[config.mk]
export PLATFORM = sky130hd
export DESIGN_NAME = note_length_seq
export DESIGN_NICKNAME = d
export VERILOG_FILES = /design/src/rtl/note_length_seq.sv
export SDC_FILE = /design/constraint.sdc
export NUM_CORES = 1
export LEC_CHECK = 0
export ABC_CLOCK_PERIOD_IN_PS = 6000
export CORE_MARGIN = 2
export CORE_UTILIZATION = 35
export CTS_CLUSTER_SIZE = 14
export DETAILED_ROUTE_END_ITERATION = 10
export RECOVER_POWER = 100
export SLEW_MARGIN = 20
export SYNTH_ARGS = -nofsm -noshare
export SYNTH_HDL_FRONTEND = slang
export SYNTH_SLANG_ARGS = --single-unit
export TNS_END_PERCENT = 20
[constraint.sdc]
create_clock -name clk -period 6 [get_ports clk]
set_clock_uncertainty 0.15 [all_clocks]
set_input_delay 1.5 -clock clk [delete_from_list [all_inputs] [get_ports clk]]
set_output_delay 1.5 -clock clk [all_outputs]
set_load 0.03 [all_outputs]
[src/rtl/note_length_seq.sv]
`default_nettype none
`timescale 1ns/1ps
// ============================================================================
// Module   : note_length_seq
// Purpose  : Note duration controller for the music game. Pulls note lengths
//            from the note sequencer over a valid/ready request handshake,
//            times each note in beat ticks from an internal tempo prescaler,
//            optionally inserts a silent gap after each note, and pulses
//            led2shift at note start and change at note end.
// Revision : 1.0 - initial single-clock-domain release
// ----------------------------------------------------------------------------
// Ports
//   clk        in   system clock, rising edge
//   rst        in   asynchronous reset, active low
//   start      in   begin a sequence (only honoured while idle)
//   stop       in   abort to idle from any state
//   pause      in   freeze beat timing while high
//   note_len   in   length of offered note in ticks (0 = rest/skip)
//   note_last  in   offered note is the final one of the sequence
//   note_vld   in   note_len / note_last valid
//   note_req   out  ready to accept a note (high while fetching)
//   led2shift  out  one-cycle pulse at the start of each played note
//   change     out  one-cycle pulse at the end of each played note
//   seq_done   out  one-cycle pulse when the last note (and its gap) ends
//   busy       out  high whenever not idle
//   len_cnt    out  ticks elapsed in the current note
//   cur_len    out  latched length of the current note
// ============================================================================
module note_length_seq #(
    parameter int LEN_W     = 4,
    parameter int DIV_W     = 24,
    parameter int TICK_DIV  = 12500000,
    parameter int GAP_TICKS = 0
) (
    input  logic             clk,
    input  logic             rst,
    input  logic             start,
    input  logic             stop,
    input  logic             pause,
    input  logic [LEN_W-1:0] note_len,
    input  logic             note_last,
    input  logic             note_vld,
    output logic             note_req,
    output logic             led2shift,
    output logic             change,
    output logic             seq_done,
    output logic             busy,
    output logic [LEN_W-1:0] len_cnt,
    output logic [LEN_W-1:0] cur_len
);

    localparam logic [1:0] c_st_idle  = 2'd0;
    localparam logic [1:0] c_st_fetch = 2'd1;
    localparam logic [1:0] c_st_play  = 2'd2;
    localparam logic [1:0] c_st_gap   = 2'd3;

    localparam logic [DIV_W-1:0] c_tick_max = DIV_W'(TICK_DIV - 1);

    // The gap counter is kept at least one bit wide so the design still
    // elaborates cleanly when no gap is configured.
    localparam int c_gap_w = (GAP_TICKS > 1) ? $clog2(GAP_TICKS + 1) : 1;
    localparam logic [c_gap_w-1:0] c_gap_last =
        c_gap_w'((GAP_TICKS > 0) ? GAP_TICKS - 1 : 0);

    logic [1:0]         r_state;
    logic [DIV_W-1:0]   r_presc;
    logic [LEN_W-1:0]   r_len_cnt;
    logic [LEN_W-1:0]   r_cur_len;
    logic               r_last;
    logic [c_gap_w-1:0] r_gap_cnt;
    logic               r_led;
    logic               r_chg;
    logic               r_done;

    logic               w_tick;
    logic               w_len_end;
    logic               w_gap_end;

    // A beat tick only exists while timing is live; pause freezes it.
    assign w_tick    = ((r_state == c_st_play) || (r_state == c_st_gap)) &&
                       !pause && (r_presc == c_tick_max);
    assign w_len_end = (r_len_cnt == (r_cur_len - LEN_W'(1)));
    assign w_gap_end = (r_gap_cnt == c_gap_last);

    always_ff @(posedge clk or negedge rst) begin
        if (!rst) begin
            r_state   <= c_st_idle;
            r_presc   <= '0;
            r_len_cnt <= '0;
            r_cur_len <= '0;
            r_last    <= 1'b0;
            r_gap_cnt <= '0;
            r_led     <= 1'b0;
            r_chg     <= 1'b0;
            r_done    <= 1'b0;
        end else begin
            r_led  <= 1'b0;
            r_chg  <= 1'b0;
            r_done <= 1'b0;
            if (stop) begin
                // Abort wins over everything, including a note-end tick.
                r_state   <= c_st_idle;
                r_presc   <= '0;
                r_len_cnt <= '0;
                r_gap_cnt <= '0;
            end else begin
                case (r_state)
                    c_st_idle: begin
                        if (start) begin
                            r_state <= c_st_fetch;
                        end
                    end
                    c_st_fetch: begin
                        if (note_vld) begin
                            r_cur_len <= note_len;
                            r_last    <= note_last;
                            if (note_len != '0) begin
                                r_state   <= c_st_play;
                                r_len_cnt <= '0;
                                r_presc   <= '0;
                                r_led     <= 1'b1;
                            end else if (note_last) begin
                                // Zero-length final note: finish silently.
                                r_state <= c_st_idle;
                                r_done  <= 1'b1;
                            end
                        end
                    end
                    c_st_play: begin
                        if (!pause) begin
                            r_presc <= w_tick ? '0 : r_presc + DIV_W'(1);
                        end
                        if (w_tick) begin
                            if (w_len_end) begin
                                // The ending tick does not advance len_cnt, so it
                                // never passes cur_len-1 and never wraps.
                                r_chg     <= 1'b1;
                                r_len_cnt <= '0;
                                if (GAP_TICKS > 0) begin
                                    r_state   <= c_st_gap;
                                    r_gap_cnt <= '0;
                                end else if (r_last) begin
                                    r_state <= c_st_idle;
                                    r_done  <= 1'b1;
                                end else begin
                                    r_state <= c_st_fetch;
                                end
                            end else begin
                                r_len_cnt <= r_len_cnt + LEN_W'(1);
                            end
                        end
                    end
                    c_st_gap: begin
                        if (!pause) begin
                            r_presc <= w_tick ? '0 : r_presc + DIV_W'(1);
                        end
                        if (w_tick) begin
                            if (w_gap_end) begin
                                r_gap_cnt <= '0;
                                r_state   <= r_last ? c_st_idle : c_st_fetch;
                                r_done    <= r_last;
                            end else begin
                                r_gap_cnt <= r_gap_cnt + c_gap_w'(1);
                            end
                        end
                    end
                    default: begin
                        r_state <= c_st_idle;
                    end
                endcase
            end
        end
    end

    // Request and busy are plain decodes of the registered state. With
    // note_vld already high the fetch lasts one cycle, so the next note's
    // led2shift lands two edges after the ending tick of the previous note.
    assign note_req  = (r_state == c_st_fetch);
    assign busy      = (r_state != c_st_idle);
    assign led2shift = r_led;
    assign change    = r_chg;
    assign seq_done  = r_done;
    assign len_cnt   = r_len_cnt;
    assign cur_len   = r_cur_len;

endmodule
`default_nettype wire

==> metrics.log, run 1 <==
INFO  metric avgRoutedWirePerCell = ~14 um
INFO  metric post-route-util = ~41%
INFO  metric post_cts_hold_buffer_count = 0
INFO  metric clockRootBuffer = sky130_fd_sc_hd__clkbuf_8
INFO  metric holdCritPathClass = flop to flop
INFO  metric drt-pass1-iter-count = 4
INFO  metric timing.final.hold_violations = 0
INFO  metric postSynthAreaPerCell = approximately 10 um2
INFO  metric final_net_count = 265
INFO  metric placementRows = 29
INFO  metric cp.arrival = about 4700 ps
INFO  metric r2r.worst_path.cells = 4
INFO  metric crit_path_max_incr_delay = between 1000 and 1500 ps
INFO  metric cts.clk_slew.worst_paths = roughly 70 ps
INFO  metric totalNegativeSetupSlack = 0 ps
INFO  metric share_of_final_layout_standard_cells_stronger_than_drive_strength_1 = 9.13%
INFO  metric floorplan.die_area = 7110 um2
INFO  metric gpl.final_weighted_congestion = between 0.7 and 0.8
INFO  metric crit_fanout = 25
INFO  metric post_synth_mux_area_share = under 10%
INFO  metric critical_path.slowest_cell = sky130_fd_sc_hd__a211oi_2
INFO  metric number_of_antenna_violations_at_the_first_check_in_global_routing = 0
INFO  metric post_synthesis_instance_area = around 2300 um2
INFO  metric layout.cells.non_filler = between 300 and 400
INFO  metric starting_density = 36.0%
INFO  metric timing_worst_setup_path_type = input pin to flop
INFO  metric detailroute.via_count = between 1500 and 2000
INFO  metric synth_top_family_by_area = simple AND/OR/NAND/NOR gates
INFO  metric violation_count_after_the_first_detailed_routing_iteration = between 70 and 80
INFO  metric min_period = roughly 4700 ps
INFO  metric yosys_warnings = 0
INFO  metric cellLeakagePower = roughly 1.1 nW
INFO  metric grt_setup_unrepaired = no
INFO  metric worstSetupEndpointType = flop
INFO  metric ys_types = 52
INFO  metric post_cts_setup_repair_bufs = 0
INFO  metric synth_compound_gate_area_share = about an eighth
INFO  metric synth_edf_count = 0
INFO  metric insertedDiodeCount = 0
INFO  metric cts.path.max_buffers = 2
INFO  metric boundaryPins = 24
INFO  metric port_buffers = 23
INFO  metric worst-r2r-setup-slack = about 3000 ps
INFO  metric number_of_vias_per_cell_after_detailed_routing = between 5 and 6
INFO  metric first_pass_grt_wire_length = 8.37 mm
INFO  metric grt_util_all_layers = between 10 and 15%
INFO  metric worst_pin_slew = between 2000 and 2500 ps
INFO  metric syn_inst_count = 230
INFO  metric clock.fmax = ~210 MHz
INFO  metric htree_levels = 2
INFO  metric path_cells = dlygate4sd3_1 -> or4_1 -> a211oi_2 -> nor2_1 -> mux2_2
INFO  metric worst_setup_path_start_kind = input pin
INFO  metric ir_drop = 233 uV
INFO  metric crit_path_leading_delay_family = compound AO/OA/AOI/OAI gates
INFO  metric cp-endpoint = r_presc[0]$_DFFE_PN0P_
INFO  metric cts_tree = built
INFO  metric setup_viol = 0
INFO  metric post-route-drc-count = 0
INFO  metric maxCapViolCount = 1
INFO  metric p_per_area = 309 nW/um2
INFO  metric overflow = 0
INFO  metric cts.sinks = 38
INFO  metric synth_fa_ha_area_share = 1.66%
INFO  metric cts-resized-gates = 0
INFO  metric ys_ff_latch = 38
INFO  metric synthFlopType = sky130_fd_sc_hd__dfrtp_1
INFO  metric finalMaxSlewViolations = 39
INFO  metric run_status = finished, violations left
INFO  metric die_width = 84.3 um
INFO  metric fp.coreArea = approximately 6300 um2
INFO  metric synth-xor-area-share = under 10%
INFO  metric asyncSetResetFlopFracSynth = 100%
INFO  metric cp_num_buf_inv = 1
INFO  metric place_hpwl = about 3.4 mm
INFO  metric critical_path_depth = 5
INFO  metric synthSimpleGateAreaFrac = a little over a quarter
INFO  metric dp_cells = 321
INFO  metric antenna_violating_nets_post_route = 0
INFO  metric layout-area-overhead-vs-synth = 13.9%
INFO  metric yosysSeqAreaShare = around 42%
INFO  metric grt_max_degree = 39
INFO  metric routed_wl = 4.74 mm
INFO  metric syn_nets = around 240
INFO  metric layout_worst_path_cycle_share = 77.8%
INFO  metric timing.max_slew.rel_slack = -34.6%
INFO  metric grt_pass1_vias = 1735
INFO  metric clk_latency = 280 ps
INFO  metric crit_start = note_len[1]
INFO  metric r2r-start = r_state[1]$_DFFE_PN0P_
INFO  metric failed_checks = max-capacitance violations, max-slew violations
INFO  metric layout.filler_cells = about 610
INFO  metric cts_inserted_buffers = 5
INFO  metric r2r_end = r_presc[0]$_DFFE_PN0P_
INFO  metric chipHeight = around 84 um
INFO  metric required = 6020 ps
[area by class of cell]
type                       instances  area (um2)  share of cell area [%]
sequential                        38         951                    37.0
tap                               77        96.3                    3.75
inverter                          12        45.0                    1.75
timing repair buffer              23         224                    8.71
multi-input combinational        171        1160                    45.3
clock inverter                     1        5.00                   0.195
clock buffer                       7        86.3                    3.36
[flip-flops by register name, indices dropped and copies added, names as in the netlist]
register,count
led2shift,1
len_cnt,4
change,1
r_state,2
r_last,1
cur_len,4
r_presc,24
seq_done,1
[Yosys cell counts, types with 2 or more instances]
library cell	instances	area, um2
sky130_fd_sc_hd__a21o_1	4	30.0
sky130_fd_sc_hd__a21oi_1	5	25.0
sky130_fd_sc_hd__a22o_1	6	52.6
sky130_fd_sc_hd__a31oi_1	2	12.5
sky130_fd_sc_hd__and2b_2	2	17.5
sky130_fd_sc_hd__and3_1	4	25.0
sky130_fd_sc_hd__and3b_1	2	17.5
sky130_fd_sc_hd__and4_1	2	17.5
sky130_fd_sc_hd__buf_2	3	15.0
sky130_fd_sc_hd__buf_4	3	22.5
sky130_fd_sc_hd__buf_6	2	22.5
sky130_fd_sc_hd__dfrtp_1	38	951
sky130_fd_sc_hd__ha_1	3	37.5
sky130_fd_sc_hd__inv_1	12	45.0
sky130_fd_sc_hd__mux2_2	6	67.6
sky130_fd_sc_hd__nand2_1	10	37.5
sky130_fd_sc_hd__nand3_1	16	80.1
sky130_fd_sc_hd__nand4_1	7	43.8
sky130_fd_sc_hd__nor2_1	25	93.8
sky130_fd_sc_hd__nor2_2	2	12.5
sky130_fd_sc_hd__nor2b_1	2	12.5
sky130_fd_sc_hd__nor3_1	9	45.0
sky130_fd_sc_hd__nor3b_1	2	15.0
sky130_fd_sc_hd__nor4_1	8	50.1
sky130_fd_sc_hd__o21a_1	2	15.0
sky130_fd_sc_hd__o21ai_0	3	15.0
sky130_fd_sc_hd__o2bb2ai_1	2	17.5
sky130_fd_sc_hd__o31ai_1	3	22.5
sky130_fd_sc_hd__or2_2	2	12.5
sky130_fd_sc_hd__or4_1	4	30.0
sky130_fd_sc_hd__or4_4	2	22.5
sky130_fd_sc_hd__xnor2_1	16	140
sky130_fd_sc_hd__xor2_1	2	17.5
[report_power, final]
part | leakage, nW | internal (mW) | switching (mW)
logic | 0.521 | 0.122 | 0.171
registers | 0.519 | 0.284 | 0.0369
clock network | 0.0482 | 0.0927 | 0.0868
[layout by cell type (no fill, tap or decap), types with 2 or more instances in the layout]
master                            Yosys  final
sky130_fd_sc_hd__a21o_1               4      4
sky130_fd_sc_hd__a21oi_1              5      5
sky130_fd_sc_hd__a22o_1               6      6
sky130_fd_sc_hd__a31oi_1              2      2
sky130_fd_sc_hd__and3_1               4      4
sky130_fd_sc_hd__and3b_1              2      2
sky130_fd_sc_hd__and4_1               2      2
sky130_fd_sc_hd__clkbuf_1             1      2
sky130_fd_sc_hd__clkbuf_8             0      6
sky130_fd_sc_hd__clkdlybuf4s50_1      0      6
sky130_fd_sc_hd__dfrtp_1             38     38
sky130_fd_sc_hd__dlygate4sd3_1        0     16
sky130_fd_sc_hd__ha_1                 3      3
sky130_fd_sc_hd__inv_1               12     12
sky130_fd_sc_hd__mux2_2               6      6
sky130_fd_sc_hd__nand2_1             10     10
sky130_fd_sc_hd__nand3_1             16     16
sky130_fd_sc_hd__nand4_1              7      7
sky130_fd_sc_hd__nor2_1              25     27
sky130_fd_sc_hd__nor2b_1              2      2
sky130_fd_sc_hd__nor3_1               9      9
sky130_fd_sc_hd__nor3b_1              2      2
sky130_fd_sc_hd__nor4_1               8      8
sky130_fd_sc_hd__o21a_1               2      2
sky130_fd_sc_hd__o21ai_0              3      3
sky130_fd_sc_hd__o2bb2ai_1            2      2
sky130_fd_sc_hd__o31ai_1              3      3
sky130_fd_sc_hd__or2_2                2      2
sky130_fd_sc_hd__or4_1                4      5
sky130_fd_sc_hd__xnor2_1             16     16
sky130_fd_sc_hd__xor2_1               2      2
[routing by layer]
layer	GRT usage [%]	up-vias	part of all wire, %
met5	0	-	0
met4	3.23	0	0.80
met3	3.05	4	3.5
met2	23.0	25	45
met1	19.8	811	50
li1	-	882	-
[stage by stage]
stage	setup WS (ps)	area [um2]	total power, mW	hold WS, ps
final	1330	2570	0.794	350
after global routing	1030	2570	0.857	390
after CTS	2030	2610	0.830	359
after detailed placement	1740	2510	0.645	342
after global placement	1780	2510	0.641	335
after floorplan	2810	2260	0.550	307
[worst register-to-register path, cell delays in order (launching register included)]
cell and delay (ps):
sky130_fd_sc_hd__dfrtp_1 500, sky130_fd_sc_hd__and3b_1 250, sky130_fd_sc_hd__a211oi_2 1180, sky130_fd_sc_hd__nor2_1 440
sky130_fd_sc_hd__mux2_2 390
[worst min path at each step]
stage | from | end | slack, ps | cells past startpoint
2_1_floorplan | r_presc[1]$_DFFE_PN0P_ | r_presc[1]$_DFFE_PN0P_ | 310 | 2
3_3_place_gp | r_presc[1]$_DFFE_PN0P_ | r_presc[1]$_DFFE_PN0P_ | 340 | 2
3_5_place_dp | r_presc[1]$_DFFE_PN0P_ | r_presc[1]$_DFFE_PN0P_ | 340 | 2
4_1_cts | r_presc[1]$_DFFE_PN0P_ | r_presc[1]$_DFFE_PN0P_ | 360 | 2
5_1_grt | r_presc[1]$_DFFE_PN0P_ | r_presc[1]$_DFFE_PN0P_ | 390 | 2
6_report | r_presc[1]$_DFFE_PN0P_ | r_presc[1]$_DFFE_PN0P_ | 350 | 2
[cells by family (layout without fill, tap and decap cells)]
group	after synthesis	in the layout
buffers and inverters	21	43
AND/OR/NAND/NOR	107	107
XOR/XNOR	19	19
adder cells (fa/ha/maj)	3	3
flip-flops	38	38
AO/OA/AOI/OAI	36	36
multiplexers	6	6
Note: power is estimated with default switching activity, not from simulation.
==> run 2, diff against run 1 <==
--- a/config.mk
+++ b/config.mk
@@ -5,7 +5,7 @@
 export SDC_FILE = /design/constraint.sdc
 export NUM_CORES = 1
 export LEC_CHECK = 0
-export ABC_CLOCK_PERIOD_IN_PS = 6000
+export ABC_CLOCK_PERIOD_IN_PS = 4400
 export CORE_MARGIN = 2
 export CORE_UTILIZATION = 35
 export CTS_CLUSTER_SIZE = 14
==> constraint.sdc (replaced) <==
create_clock -name clk -period 4.4 [get_ports clk]
set_clock_uncertainty 0.15 [all_clocks]
set_input_delay 1.1 -clock clk [delete_from_list [all_inputs] [get_ports clk]]
set_output_delay 1.1 -clock clk [all_outputs]
set_load 0.03 [all_outputs]
==> metrics.log, run 2 (synthesis gave the netlist of run 1 again) <==
INFO  metric run_status = finished, violations left
INFO  metric failed_checks = max-capacitance violations, max-slew violations
INFO  metric drt-pass1-iter-count = 4 (unchanged)
INFO  metric clock.fmax = 297 MHz
INFO  metric worst_setup_path_start_kind = input pin
INFO  metric placed_cell_area = 2520 um2 (+0.30%)
INFO  metric multiInputGateArea = 1150 um2 (-0.75%)
INFO  metric layout_common_cells = sky130_fd_sc_hd__dfrtp_1, sky130_fd_sc_hd__nor2_1, sky130_fd_sc_hd__nand3_1, sky130_fd_sc_hd__xnor2_1, sky130_fd_sc_hd__dlygate4sd3_1
INFO  metric worstSetupEndpointType = flop
INFO  metric cellLeakagePower = 1.08 nW (-1.0%)
INFO  metric placementRows = 29 (unchanged)
INFO  metric port_buffers = 23 (unchanged)
INFO  metric starting_density = 36.0% (unchanged)
INFO  metric first_pass_grt_wire_length = 8.45 mm (+0.99%)
INFO  metric worst_pin_slew = 2070 ps (+55.2 ps)
INFO  metric critical_path.slowest_cell = sky130_fd_sc_hd__or4_1
INFO  metric layout.filler_cells = 625 (+3.1%)
INFO  metric die_width = 84.3 um (unchanged)
INFO  metric gpl.final_weighted_congestion = 0.764 (+0.98%)
INFO  metric number_of_vias_per_cell_after_detailed_routing = 5.44 (+3.9%)
INFO  metric grt_pass1_vias = 1757 (+1.3%)
INFO  metric cp_num_buf_inv = 2 (+1)
INFO  metric worstHoldEndpoint = r_presc[1]$_DFFE_PN0P_
INFO  metric antenna_violating_nets_post_route = 0 (unchanged)
INFO  metric layout_commonest_cell = sky130_fd_sc_hd__dfrtp_1
INFO  metric htree_levels = 2 (unchanged)
INFO  metric cts_inserted_buffers = 5 (unchanged)
INFO  metric worst-r2r-setup-slack = 1840 ps (-1150 ps)
INFO  metric grt_setup_unrepaired = no
INFO  metric r2r.worst_path.cells = 5 (+1)
INFO  metric clk_latency = 290 ps (about the same)
INFO  metric crit_fanout = 25 (unchanged)
INFO  metric r2r_end = r_presc[17]$_DFFE_PN0P_
INFO  metric r2r-start = r_presc[14]$_DFFE_PN0P_
INFO  metric chipHeight = 84.3 um (unchanged)
INFO  metric violation_count_after_the_first_detailed_routing_iteration = 57 (-21%)
INFO  metric layout-area-overhead-vs-synth = 13.2%
INFO  metric setup_viol = 0 (unchanged)
INFO  metric maxCapViolCount = 1 (unchanged)
INFO  metric largest_register_ffs = 24 (unchanged)
INFO  metric clockRootBuffer = sky130_fd_sc_hd__clkbuf_8
INFO  metric finalMaxSlewViolations = 39 (unchanged)
INFO  metric overflow = 0 (unchanged)
INFO  metric post_cts_setup_repair_bufs = 0 (unchanged)
INFO  metric grt_util_all_layers = 14.5% (+0.23 points)
INFO  metric post_cts_hold_buffer_count = 0 (unchanged)
INFO  metric power.share.switching = 37.9% (+0.75 points)
INFO  metric switching_power = 405 uW (+37%)
INFO  metric boundaryPins = 24 (unchanged)
INFO  metric routed_wl = 4.81 mm (+1.5%)
INFO  metric place_hpwl = 3.41 mm (-0.36%)
INFO  metric p_per_area = 418 nW/um2 (+35%)
INFO  metric final_area = 2550 um2 (-0.63%)
INFO  metric area.sequential = 951 um2 (unchanged)
INFO  metric crit_path_leading_delay_family = buffers and inverters
INFO  metric comb_power_share = 37.5% (+0.5 points)
INFO  metric layout_worst_path_cycle_share = approximately three quarters
INFO  metric grt_max_degree = 39 (unchanged)
INFO  metric floorplan.die_area = 7110 um2 (unchanged)
INFO  metric dp_cells = 322 (+0.31%)
INFO  metric required = 4430 ps (-1590 ps)
INFO  metric ir_drop = 276 uV (+18%)
INFO  metric power.share.clock = 21.5% (-1.1 points)
INFO  metric post-route-drc-count = 0 (unchanged)
INFO  metric fp.coreArea = 6280 um2 (unchanged)
INFO  metric number_of_antenna_violations_at_the_first_check_in_global_routing = 0 (unchanged)
INFO  metric path_cells = dlygate4sd3_1 -> or4_1 -> a211oi_1 -> buf_4 -> nor2_1 -> mux2_2
INFO  metric cp.arrival = 3390 ps (-1300 ps)
INFO  metric cts.clk_slew.worst_paths = 70 ps (about the same)
INFO  metric share_of_final_layout_standard_cells_stronger_than_drive_strength_1 = 7.54% (-1.6 points)
INFO  metric regMostFlops = r_presc
INFO  metric cts.path.max_buffers = 2 (unchanged)
INFO  metric cts_tree = built
INFO  metric insertedDiodeCount = 0 (unchanged)
INFO  metric timing.max_slew.rel_slack = -38.3% (-3.7 points)
INFO  metric hold_depth = 2 (unchanged)
INFO  metric cts.sinks = 38 (unchanged)
INFO  metric cts-resized-gates = 0 (unchanged)
INFO  metric launch_point_of_the_worst_hold_path = r_presc[1]$_DFFE_PN0P_
INFO  metric final.hold.worst_slack = 336 ps (-14.2 ps)
INFO  metric timing_worst_setup_path_type = input pin to flop
INFO  metric layout.cells.non_filler = 329 (unchanged)
INFO  metric timing.final.hold_violations = 0 (unchanged)
INFO  metric power.share.sequential = 41.0% (+0.6 points)
INFO  metric final_net_count = 266 (+0.38%)
INFO  metric p_int = 664 uW (+33%)
INFO  metric min_period = 3360 ps
INFO  metric holdCritPathClass = flop to flop
INFO  metric avgRoutedWirePerCell = 14.6 um (+1.5%)
INFO  metric crit_path_max_incr_delay = 610 ps (-570 ps)
INFO  metric totalNegativeSetupSlack = 0 ps (unchanged)
INFO  metric detailroute.via_count = 1789 (+3.9%)
run 2: layer usage:
layer / part of all wire [%] / wire length (um) / track usage [%]
met3: 3.8 / 182 / 2.95
met4: 1.4 / 69 / 4.99
met2: 45 / 2150 / 22.7
met5: 0 / 0 / 0
met1: 50 / 2410 / 20.1
run 2: how the worst max path moves through the flow:
stage                      from  cells after the start                      end  slack [ps]
finish              note_len[1]                      6   r_presc[0]$_DFFE_PN0P_        1040
global route              pause                      6  r_presc[22]$_DFFE_PN0P_         800
CTS                 note_len[1]                      6   r_presc[0]$_DFFE_PN0P_        1320
detailed placement  note_len[1]                      6   r_presc[0]$_DFFE_PN0P_        1020
global placement    note_len[1]                      6   r_presc[0]$_DFFE_PN0P_        1050
floorplan           note_len[1]                      5   r_presc[0]$_DFFE_PN0P_        1610
run 2: power groups by stage:
stage / sequential [mW] / clock [mW] / combinational [mW]
finish: 0.438 / 0.229 / 0.401
global route: 0.449 / 0.251 / 0.442
CTS: 0.442 / 0.237 / 0.434
detailed placement: 0.449 / 0 / 0.431
global placement: 0.449 / 0 / 0.427
floorplan: 0.471 / 0 / 0.280
run 2: stage by stage:
stage	setup slack [ps]	util, %	power, mW
detailed placement	1020	40.2	0.881
floorplan	1610	-	0.751
CTS	1320	41.4	1.11
finish	1040	40.7	1.07
global route	805	40.7	1.14
global placement	1050	40.2	0.876
run 2: area by class of cell:
cell class / count / area share, %
clock buffers: 7 / 2.99
inverters: 12 / 1.76
multi-input cells: 171 / 45.2
flip-flops and latches: 38 / 37.2
well taps: 77 / 3.77
repair buffers: 24 / 9.06
run 2: worst register-to-register path, cell delays in order (launching register included):
cell and delay, ps:
sky130_fd_sc_hd__dfrtp_1 490, sky130_fd_sc_hd__nor4b_4 300, sky130_fd_sc_hd__nand4_1 170, sky130_fd_sc_hd__o31a_1 470, sky130_fd_sc_hd__nor2_1 730, sky130_fd_sc_hd__nor2_1 120
==> run 3, diff against run 2 <==
--- a/config.mk
+++ b/config.mk
@@ -5,7 +5,7 @@
 export SDC_FILE = /design/constraint.sdc
 export NUM_CORES = 1
 export LEC_CHECK = 0
-export ABC_CLOCK_PERIOD_IN_PS = 4400
+export ABC_CLOCK_PERIOD_IN_PS = 3300
 export CORE_MARGIN = 2
 export CORE_UTILIZATION = 35
 export CTS_CLUSTER_SIZE = 14
==> constraint.sdc (replaced) <==
create_clock -name clk -period 3.3 [get_ports clk]
set_clock_uncertainty 0.15 [all_clocks]
set_input_delay 0.825 -clock clk [delete_from_list [all_inputs] [get_ports clk]]
set_output_delay 0.825 -clock clk [all_outputs]
set_load 0.03 [all_outputs]
==> metrics.log, run 3 (synthesis gave the netlist of run 1 again) <==
INFO  metric final_area = 2620 um2 (+2.7%)
INFO  metric holdCritPathClass = flop to flop
INFO  metric cts-resized-gates = 0 (unchanged)
INFO  metric maxCapViolCount = 1 (unchanged)
INFO  metric timing.final.hold_violations = 0 (unchanged)
INFO  metric cts.sinks = 38 (unchanged)
INFO  metric min_period = 2960 ps
INFO  metric violation_count_after_the_first_detailed_routing_iteration = 72 (+26%)
INFO  metric detailedPlace.worstSlack = 287 ps (-732 ps)
INFO  metric post-route-drc-count = 0 (unchanged)
INFO  metric grt_max_degree = 39 (unchanged)
INFO  metric crit_start = pause
INFO  metric place_hpwl = 3.38 mm (-0.78%)
INFO  metric worst_pin_slew = 2060 ps (-10.8 ps)
INFO  metric p_per_area = 567 nW/um2 (+36%)
INFO  metric timing.max_slew.rel_slack = -37.6% (+0.72 points)
INFO  metric post_cts_setup_repair_bufs = 0 (unchanged)
INFO  metric largest_register_ffs = 24 (unchanged)
INFO  metric cts.path.max_buffers = 2 (unchanged)
INFO  metric ir_drop = 376 uV (+36%)
INFO  metric boundaryPins = 24 (unchanged)
INFO  metric totalNegativeSetupSlack = 0 ps (unchanged)
INFO  metric layout-area-overhead-vs-synth = 16.2%
INFO  metric run_status = finished, violations left
INFO  metric insertedDiodeCount = 0 (unchanged)
INFO  metric cp.arrival = 2980 ps (-410 ps)
INFO  metric crit_path_max_incr_delay = 590 ps (-20 ps)
INFO  metric grt_setup_unrepaired = no
INFO  metric chipHeight = 84.3 um (unchanged)
INFO  metric crit_path_leading_delay_family = simple AND/OR/NAND/NOR gates
INFO  metric clockRootBuffer = sky130_fd_sc_hd__clkbuf_8
INFO  metric critical_path.slowest_cell = sky130_fd_sc_hd__or4_1
INFO  metric antenna_violating_nets_post_route = 0 (unchanged)
INFO  metric layout_commonest_cell = sky130_fd_sc_hd__dfrtp_1
INFO  metric launch_point_of_the_worst_hold_path = r_presc[1]$_DFFE_PN0P_
INFO  metric cts_tree = built
INFO  metric clock.fmax = between 300 and 400 MHz
INFO  metric grt_util_all_layers = 14.8% (+0.29 points)
INFO  metric htree_levels = 2 (unchanged)
INFO  metric path_cells = dlygate4sd3_1 -> and2b_1 -> nand4_1 -> or4_1 -> and2_0 -> a22o_2
INFO  metric setup_viol = 0 (unchanged)
INFO  metric clk_latency = 290 ps (about the same)
INFO  metric gpl.final_weighted_congestion = 0.804 (+5.2%)
INFO  metric number_of_antenna_violations_at_the_first_check_in_global_routing = 0 (unchanged)
INFO  metric r2r-start = r_state[1]$_DFFE_PN0P_
INFO  metric cts.clk_slew.worst_paths = 70 ps (about the same)
INFO  metric finalMaxSlewViolations = 39 (unchanged)
INFO  metric post_cts_hold_buffer_count = 0 (unchanged)
INFO  metric drt-pass1-iter-count = 4 (unchanged)
INFO  metric required = 3330 ps (-1100 ps)
INFO  metric overflow = 0 (unchanged)
INFO  metric grt_pass1_vias = 1761 (+0.23%)
INFO  metric floorplan.die_area = 7110 um2 (unchanged)
INFO  metric avgRoutedWirePerCell = 14.3 um (-2.0%)
INFO  metric port_buffers = 23 (unchanged)
INFO  metric placementRows = 29 (unchanged)
INFO  metric die_width = 84.3 um (unchanged)
INFO  metric layout_worst_path_cycle_share = around nine tenths
INFO  metric worst_setup_path_start_kind = input pin
INFO  metric cts_inserted_buffers = 5 (unchanged)
INFO  metric cp_num_buf_inv = 1 (-1)
INFO  metric timing_worst_setup_path_type = input pin to flop
INFO  metric detailroute.via_count = 1791 (+0.11%)
INFO  metric layout_common_cells = sky130_fd_sc_hd__dfrtp_1, sky130_fd_sc_hd__nor2_1, sky130_fd_sc_hd__nand3_1, sky130_fd_sc_hd__xnor2_1, sky130_fd_sc_hd__dlygate4sd3_1
INFO  metric cellLeakagePower = 1.11 nW (+2.7%)
INFO  metric total_power = 1.49 mW (+39%)
INFO  metric layout.filler_cells = 599 (-4.2%)
INFO  metric final_net_count = 270 (+1.5%)
INFO  metric failed_checks = max-capacitance violations, max-slew violations
INFO  metric placed_cell_area = 2560 um2 (+1.7%)
INFO  metric regMostFlops = r_presc
INFO  metric first_pass_grt_wire_length = 8.47 mm (+0.25%)
INFO  metric routed_wl = 4.79 mm (-0.48%)
INFO  metric share_of_final_layout_standard_cells_stronger_than_drive_strength_1 = 9.73% (+2.2 points)
INFO  metric final.hold.worst_slack = 345 ps (+8.69 ps)
INFO  metric starting_density = 36.0% (unchanged)
INFO  metric crit_fanout = 5 (-80%)
INFO  metric number_of_vias_per_cell_after_detailed_routing = 5.36 (-1.4%)
INFO  metric layout_setup_ws = 342 ps (-696 ps)
INFO  metric worstSetupEndpointType = flop
INFO  metric fp.coreArea = 6280 um2 (unchanged)
-- run 3: changes by cell type in the layout (fill, tap and decap cells not counted), sizes merged --
cell | before | now
buf | 1 | 3
clkbuf | 8 | 10
clkinv | 0 | 1
-- run 3: final cells by class --
cell class	count	area, um2	area share [%]
sequential	38	951	36.2
clock buffer	7	86.3	3.29
inverter	12	45.0	1.72
tap	77	96.3	3.67
timing repair buffer	28	267	10.2
clock inverter	1	5.00	0.191
multi-input combinational	171	1170	44.7
-- run 3: final timing paths --
path	cells after the start	slack, ps	to
worst min-delay path	2	340	r_presc[1]$_DFFE_PN0P_
max in group asynchronous	1	840	len_cnt[3]$_DFFE_PN0P_
worst max register to register	5	900	len_cnt[3]$_DFFE_PN0P_
worst min register to register	2	340	r_presc[1]$_DFFE_PN0P_
worst max-delay path	6	340	len_cnt[3]$_DFFE_PN0P_
min in group asynchronous	1	960	cur_len[2]$_DFFE_PN0P_
-- run 3: stage by stage --
| step | utilization [%] | cells |
|---|---|---|
| floorplan | - | 230 |
| global placement | 40.9 | 326 |
| detailed placement | 40.9 | 326 |
| CTS | 42.3 | 334 |
| global route | 41.8 | 334 |
| finish | 41.8 | 334 |
-- run 3: worst register-to-register path, stage by stage, from the launching register on --
cell and delay [ps]:
sky130_fd_sc_hd__dfrtp_1 510, sky130_fd_sc_hd__and2b_1 300, sky130_fd_sc_hd__nand4_1 170, sky130_fd_sc_hd__or4_1 590
sky130_fd_sc_hd__and2_0 280, sky130_fd_sc_hd__a22o_2 280
-- run 3: power breakdown --
| part | total (mW) | switching, mW | internal [mW] |
|---|---|---|---|
| logic | 0.572 | 0.325 | 0.247 |
| registers | 0.585 | 0.0680 | 0.517 |
| clock network | 0.332 | 0.163 | 0.169 |
-- run 3: metal layers --
layer / share of wire (%) / routed length [um] / track usage, %
met5: 0 / 0 / 0
met4: 0.88 / 42 / 4.40
met3: 5.0 / 241 / 3.54
met2: 45 / 2170 / 23.4
met1: 49 / 2330 / 20.2
